## src/rtl/dmem_arb_pkg.sv

```systemverilog
// ============================================================================
// dmem_arb_pkg : shared types and port identifiers for the dmem arbiter.
// Revision 1.0
// ============================================================================
`default_nettype none

package dmem_arb_pkg;

    typedef logic port_id_t;

    localparam port_id_t PORT_CPU = 1'b0;
    localparam port_id_t PORT_LDR = 1'b1;

    localparam int DMEM_ADDR_W = 14;
    localparam int DMEM_DATA_W = 32;

    // Request bundle at the default dmem geometry, for integration code.
    typedef struct packed {
        logic [DMEM_ADDR_W-1:0]   addr;
        logic [DMEM_DATA_W-1:0]   wdata;
        logic [DMEM_DATA_W/8-1:0] wbe;
    } mem_req_t;

endpackage

`default_nettype wire

```

## src/rtl/dmem_arb_pick.sv

```systemverilog
// ============================================================================
// dmem_arb_pick : combinational one-hot grant selection for two ports.
// Policy is round-robin unless ARB_CPU_PRIORITY_EN selects CPU priority.
// Revision 1.0
// ============================================================================
`default_nettype none

module dmem_arb_pick
    import dmem_arb_pkg::*;
(
    input  logic [1:0] valid_i,
    input  port_id_t   last_grant_i,
    input  logic       starve_i,
    output logic [1:0] grant_o
);

`ifdef ARB_CPU_PRIORITY_EN
    logic unused_last_grant;
    assign unused_last_grant = last_grant_i;

    always_comb begin
        grant_o = 2'b00;
        if (valid_i[1] && (starve_i || !valid_i[0])) begin
            grant_o = 2'b10;
        end else if (valid_i[0]) begin
            grant_o = 2'b01;
        end
    end
`else
    logic unused_starve;
    assign unused_starve = starve_i;

    always_comb begin
        grant_o = valid_i;
        if (valid_i == 2'b11) begin
            grant_o = (last_grant_i == PORT_CPU) ? 2'b10 : 2'b01;
        end
    end
`endif

endmodule

`default_nettype wire

```

## src/rtl/dmem_arbiter.sv

```systemverilog
// ============================================================================
// dmem_arbiter : shares one synchronous BRAM port between CPU and loader,
// routing one-cycle read responses back to their owner.
// Optional macro ARB_CPU_PRIORITY_EN : CPU priority with loader anti-starvation.
// Revision 1.0
// ============================================================================
`default_nettype none

module dmem_arbiter
    import dmem_arb_pkg::*;
#(
    parameter int ADDR_WIDTH   = 14,
    parameter int DATA_WIDTH   = 32,
    parameter int STARVE_LIMIT = 8
) (
    input  logic                    clk,
    input  logic                    rst_n,

    input  logic                    p0_req_valid,
    output logic                    p0_req_ready,
    input  logic [ADDR_WIDTH-1:0]   p0_req_addr,
    input  logic [DATA_WIDTH-1:0]   p0_req_wdata,
    input  logic [DATA_WIDTH/8-1:0] p0_req_wbe,
    output logic                    p0_resp_valid,
    output logic [DATA_WIDTH-1:0]   p0_resp_rdata,

    input  logic                    p1_req_valid,
    output logic                    p1_req_ready,
    input  logic [ADDR_WIDTH-1:0]   p1_req_addr,
    input  logic [DATA_WIDTH-1:0]   p1_req_wdata,
    input  logic [DATA_WIDTH/8-1:0] p1_req_wbe,
    output logic                    p1_resp_valid,
    output logic [DATA_WIDTH-1:0]   p1_resp_rdata,

    output logic                    mem_en,
    output logic [DATA_WIDTH/8-1:0] mem_we,
    output logic [ADDR_WIDTH-1:0]   mem_addr,
    output logic [DATA_WIDTH-1:0]   mem_din,
    input  logic [DATA_WIDTH-1:0]   mem_dout
);

    localparam int BE_W = DATA_WIDTH / 8;

    logic [1:0]      w_valid;
    logic [1:0]      w_grant;
    logic            w_starve;
    logic            w_sel_ldr;
    logic [BE_W-1:0] w_sel_wbe;

    port_id_t last_grant_q, last_grant_d;
    logic     rd_pending_q, rd_pending_d;
    port_id_t rd_owner_q,   rd_owner_d;

    assign w_valid = {p1_req_valid, p0_req_valid};

    dmem_arb_pick u_pick (
        .valid_i      (w_valid),
        .last_grant_i (last_grant_q),
        .starve_i     (w_starve),
        .grant_o      (w_grant)
    );

`ifdef ARB_CPU_PRIORITY_EN
    localparam int CNT_W = $clog2(STARVE_LIMIT + 1);
    localparam logic [CNT_W-1:0] C_STARVE_MAX = CNT_W'(STARVE_LIMIT);

    logic [CNT_W-1:0] starve_cnt_q, starve_cnt_d;

    assign w_starve = (starve_cnt_q == C_STARVE_MAX);

    always_comb begin
        starve_cnt_d = starve_cnt_q;
        if (w_grant[1]) begin
            starve_cnt_d = '0;
        end else if (p1_req_valid && !w_starve) begin
            starve_cnt_d = starve_cnt_q + 1'b1;
        end
    end

    always_ff @(posedge clk or negedge rst_n) begin
        if (!rst_n) begin
            starve_cnt_q <= '0;
        end else begin
            starve_cnt_q <= starve_cnt_d;
        end
    end
`else
    logic unused_starve_cfg;
    assign unused_starve_cfg = (STARVE_LIMIT != 0);
    assign w_starve          = 1'b0;
`endif

    // Granted port's fields go straight to the BRAM; mem_dout never reaches a ready.
    assign w_sel_ldr    = w_grant[1];
    assign w_sel_wbe    = w_sel_ldr ? p1_req_wbe : p0_req_wbe;
    assign mem_en       = |w_grant;
    assign mem_we       = mem_en ? w_sel_wbe : '0;
    assign mem_addr     = w_sel_ldr ? p1_req_addr  : p0_req_addr;
    assign mem_din      = w_sel_ldr ? p1_req_wdata : p0_req_wdata;
    assign p0_req_ready = w_grant[0];
    assign p1_req_ready = w_grant[1];

    always_comb begin
        last_grant_d = last_grant_q;
        rd_owner_d   = rd_owner_q;
        rd_pending_d = mem_en && (w_sel_wbe == '0);
        if (mem_en) begin
            last_grant_d = w_sel_ldr ? PORT_LDR : PORT_CPU;
            rd_owner_d   = w_sel_ldr ? PORT_LDR : PORT_CPU;
        end
    end

    always_ff @(posedge clk or negedge rst_n) begin
        if (!rst_n) begin
            last_grant_q <= PORT_LDR;
            rd_pending_q <= 1'b0;
            rd_owner_q   <= PORT_CPU;
        end else begin
            last_grant_q <= last_grant_d;
            rd_pending_q <= rd_pending_d;
            rd_owner_q   <= rd_owner_d;
        end
    end

    assign p0_resp_valid = rd_pending_q && (rd_owner_q == PORT_CPU);
    assign p1_resp_valid = rd_pending_q && (rd_owner_q == PORT_LDR);
    assign p0_resp_rdata = mem_dout;
    assign p1_resp_rdata = mem_dout;

endmodule

`default_nettype wire
```

## config.mk

```make
export PLATFORM = sky130hd
export DESIGN_NAME = dmem_arbiter
export DESIGN_NICKNAME = d
export VERILOG_FILES = /design/src/rtl/dmem_arb_pkg.sv /design/src/rtl/dmem_arb_pick.sv /design/src/rtl/dmem_arbiter.sv
export SDC_FILE = /design/constraint.sdc
export NUM_CORES = 1
export LEC_CHECK = 0
export ABC_CLOCK_PERIOD_IN_PS = 3100
export BUFFER_PORTS_ARGS = -buffer_cell sky130_fd_sc_hd__clkbuf_2
export CAP_MARGIN = 5
export CORE_AREA = 3 3 97 99
export CTS_BUF_LIST = sky130_fd_sc_hd__clkbuf_4 sky130_fd_sc_hd__clkbuf_8
export DETAILED_ROUTE_END_ITERATION = 12
export DIE_AREA = 0 0 100 102
export PLACE_DENSITY = 0.55
export SLEW_MARGIN = 20
export SYNTH_ARGS = -nofsm -noshare
export SYNTH_HDL_FRONTEND = slang
export SYNTH_SLANG_ARGS = --single-unit
export TNS_END_PERCENT = 50
```

## constraint.sdc

```tcl
create_clock -name clk -period 3.1 [get_ports clk]
set_input_delay 0.155 -clock clk [delete_from_list [all_inputs] [get_ports clk]]
set_output_delay 0.155 -clock clk [all_outputs]
set_load 0.02 [all_outputs]
```

**Yosys cells after proc, flatten, opt, wreduce, memory -nomap -nowiden**

Index checks and enable logic that the tools add are counted.

- Register bits: 3
- Latch bits: 0
- Bits in writable memories: 0
- Bits in read-only memories: 0
- Bits of input ports: 136
- Output and inout port bits: 119
- Word-level logic and storage cells: 17
- Memories: 0

- $add $sub $neg: 0
- Multipliers: 0
- Div/mod/pow operators: 0
- Order comparisons: 0
- Eq/ne operators: 1
- Shift operators: 0
- Mux-type cells: 7
- Bitwise logic cells: 1
- Reduce and logical (&&, ||, !) cells: 5

Operators with widths:

| cell | count |
|---|---|
| 32-bit two-way mux | 1 |
| 14-bit two-way mux | 1 |
| 4-bit two-way mux | 2 |
| 4-bit logical NOT | 1 |
| 2-bit two-way mux | 2 |
| 1-bit logical AND | 3 |
| 2-bit equality test (second input constant) | 1 |
| 2-bit OR reduction | 1 |
| 1-bit two-way mux | 1 |
| 1-bit inverter | 1 |

**Longest topological paths before layout**

- Word-level depth: 5
- Depth in mapped cells: 4
- Mapped depth without buffers: 3

**Hierarchy**

From an unflattened synthesis, not the netlist that was laid out.

- Cells, all modules: 137
- Area total of the unflattened synthesis: 1425.1 µm²

By module, submodules not included:

| module | instances | cells an instance | area each (µm²) | seq. area each (µm²) |
|---|---|---|---|---|
| dmem_arbiter | 1 | 134 | 1406.3 | 76.3 |
| dmem_arb_pick | 1 | 3 | 18.8 | 0.0 |

**Worst setup path after synthesis**

Ideal clock, no wire load.

- Path type: register to output
- Start point: register last_grant_q
- End point: output mem_din[23]
- Arrival: 1213 ps
- Required time: 2945 ps
- Path slack: 1732 ps
- Cell stages (with the launch flop): 4
- Buffers on the path: 1
- Path through: dfstp_2 a21boi_4 buf_4 mux2_2

- Word-level cells in the longest chain between the ends: 3

RTL lines:

| element | RTL line | RTL |
|---|---|---|
| start: declaration | dmem_arbiter.sv:50 | `port_id_t last_grant_q, last_grant_d;` |
| start signal: assignment | dmem_arbiter.sv:119 | `last_grant_q <= last_grant_d;` |
| 2-bit two-way mux | dmem_arb_pick.sv:36 | `grant_o = (last_grant_i == PORT_CPU) ? 2'b10 : 2'b01;` |
| 2-bit two-way mux | dmem_arb_pick.sv:35 | `if (valid_i == 2'b11) begin` |
| via p1_req_ready | dmem_arbiter.sv:28 | `output logic p1_req_ready,` |
| 32-bit two-way mux | dmem_arbiter.sv:99 | `assign mem_din = w_sel_ldr ? p1_req_wdata : p0_req_wdata;` |
| end: declaration | dmem_arbiter.sv:38 | `output logic [DATA_WIDTH-1:0] mem_din,` |

The timed path passes the listed nets, and every way through them passes these cells.

**Worst setup path in the final report**

- Start point: register last_grant_q
- End point: output mem_we[1]

- Word-level cells in the longest chain between the ends: 4
- Elaborated cells between the ends (all ways): 5
- Those cells by class: 4 x mux; 1 x reduce/logical

RTL lines:

| element | RTL line | RTL |
|---|---|---|
| 2-bit two-way mux (*) | dmem_arb_pick.sv:36 |  |
| 2-bit two-way mux (*) | dmem_arb_pick.sv:35 |  |
| 4-bit two-way mux / 2-bit OR reduction (equally long branches) | dmem_arbiter.sv:95, dmem_arbiter.sv:96 |  |
| 4-bit two-way mux (*) | dmem_arbiter.sv:97 | `assign mem_we = mem_en ? w_sel_wbe : '0;` |
| end: declaration | dmem_arbiter.sv:36 | `output logic [DATA_WIDTH/8-1:0] mem_we,` |

Every way passes the cells marked *; elsewhere a longest branch is shown, timed or not.

==> results.tsv <==
metric	value	unit
Max-cap violations	0	
synth warn	0	
Remaining DRCs	0	
WHS Endpoint	last_grant_q	
CTS tree	done	
first-pass GRT wire length	5750	um
clock sinks	3	
Post-Syn Area	1260	um^2
non-filler cells in the finished layout	343	
fmax	499	MHz
# diodes	0	
hold depth	2	
fin worst setup slack	1.09	ns
met3 WL post-DR	793	um
outcome	complete, no violations	
Met2 Routed Length	2430	um
share of cells above drive strength 1	0.898	
Pwr Density	287	nW/um^2
worst reg2reg endpoint	rd_pending_q	
initial drt markers	3	
H-tree depth	1	
post-synth top area share	0.411	
Pre-Repair DR Iteration Count	3	
Fin Setup TNS	0	ns
worst skew pair latency	0.21	ns
RSZ-0062 raised after global routing	false	
post-layout power	0.497	mW
Routed WL	4500	um
Post-Syn Nets	276	
Core ar.	8640	um^2
R2R Setup Slk	1.34	ns
CP Class	flip-flop to primary output	
Slew @ Worst Pin	0.642	ns
CTS Buffer Depth	2	
antenna violations before repair	0	
met1 WL	1160	um
Placed Cells	338	
dpl ws	1.29	ns
Core Rows	34	
HPWL Detailed	4080	um
Max FO, Critical Path	52	
pin count of the biggest net entering global routing	53	
max-slew violation count	0	
PortBufs	158	
I/O Pins	255	
# resized after CTS	0	
Max-slew headroom	0.572	
area growth from synthesis to layout	37.3	%
Die ar.	10200	um^2
Die Width	100	um
HP Class	primary input to flip-flop	
vias in the first global route	1158	
syn_area_per_cell	9.00	um^2
minimum clock period after layout	2.01	ns
Worst Path Arrival	1.85	ns
total number of vias	1264	
postcts setup bufs	0	
Detail Route Antenna Nets	0	
Worst-path clk slew	0.03	ns
post-synth top area cell	mux2_2	
CTS Root Cell	clkbuf_8	
register bit total from synthesis	3	
global-route usage over all layers	0.0719	
cell count of the worst reg-to-reg path	4	
total grt overflow	0	
CP startpoint kind	flip-flop	
top cells by area, synth	mux2_2 (41%), buf_4 (41%), dfrtp_1 (4.0%)	
Synth Instances	140	
sequential share of the synthesized area	0.0606	
Final GP Congestion	0.643	
CP Capture Type	primary output	
Avg WL per Cell	13.1	um
Final Hold Fails	0	
final setup vio count	0	
CTS Hold Bufs	1	
Top Layer Used	met4	
hold path startpoint	p0_req_valid	
layout net count	372	
Worst VDD drop	0.112	mV
Cell variety after synth	16	
final core utilization	0.200	
RR Startpoint	last_grant_q	
leakage power total	0.976	nW
period utilization	0.647	
vias per cell	3.69	
Initial Util	0.146	
Worst Path Required	2.94	ns
cts bufs inserted	3	
Die H	102	um
Worst Skew	0.00318	ns
power breakdown:
part	internal [mW]	switching (mW)	total, mW
registers	0.0449	0.00359	0.0485
clock network	0.0964	0.0252	0.122
logic	0.156	0.171	0.327
sequential cells by signal, summed over array words and instances, names as in the netlist:
register	flops
last_grant_q	1
rd_owner_q	1
rd_pending_q	1
cells by family after synthesis:
logic type	share of synthesized area
simple gates	0.0477
flops	0.0606
buf+inv	0.423
mux	0.435
compound gates	0.0338
how the worst max path moves through the flow:
stage / start / endpoint / slack, ns
finish: last_grant_q / mem_we[1] / 1.09
global route: last_grant_q / mem_we[1] / 1.0
CTS: last_grant_q / mem_we[1] / 1.06
detailed placement: last_grant_q / mem_we[1] / 1.29
global placement: last_grant_q / mem_we[1] / 1.33
floorplan: last_grant_q / mem_din[23] / 1.73
final cells by class:
cell class / count / area, um^2
Clock buffer: 4 / 48.8
Timing Repair Buffer: 160 / 808
Inverter: 3 / 11.3
Tap cell: 108 / 135
Sequential cell: 3 / 76.3
Fill cell: 998 / 6910
Multi-Input combinational cell: 65 / 651
critical path, stage by stage, from the launching register on:
cell,delay [ns]
dfstp_2,0.38
a21boi_4,0.11
buf_4,0.54
mux2i_1,0.37
nor2_1,0.07
clkbuf_2,0.16
metrics by stage:
step | hold slack, ns | instance area [um^2]
6_report | 0.185 | 1730
2_1_floorplan | -0.141 | 1260
3_3_place_gp | -0.0449 | 1670
4_1_cts | 0.183 | 1730
3_5_place_dp | -0.0414 | 1670
5_1_grt | 0.187 | 1730
routing by layer:
metal / up-vias / track usage
li1: 600 / -
met1: 520 / 0.0572
met2: 125 / 0.149
met3: 19 / 0.0314
met5: - / 0
met4: 0 / 0.0301
layout by cell type (no fill, tap or decap), drive strengths merged:
master         n
clkbuf       162
nor2           7
and4           1
buf            1
a21boi         1
mux2i          3
nor2b          1
dfstp          1
dfrtp          2
dlygate4sd3    1
mux2          46
and2           2
a21oi          1
nand2b         1
a32o           1
a22o           1
inv            3
synth_stat cells:
cell type  count
and4_1         1
a22o_1         1
inv_1          3
a21oi_1        1
mux2_2        46
a32o_1         1
dfstp_2        1
and2_1         2
dfrtp_1        2
mux2i_1        3
nor2_1         7
a21boi_4       1
nand2b_1       1
buf_4         68
buf_6          1
nor2b_1        1
Note: power is estimated with default switching activity, not from simulation.
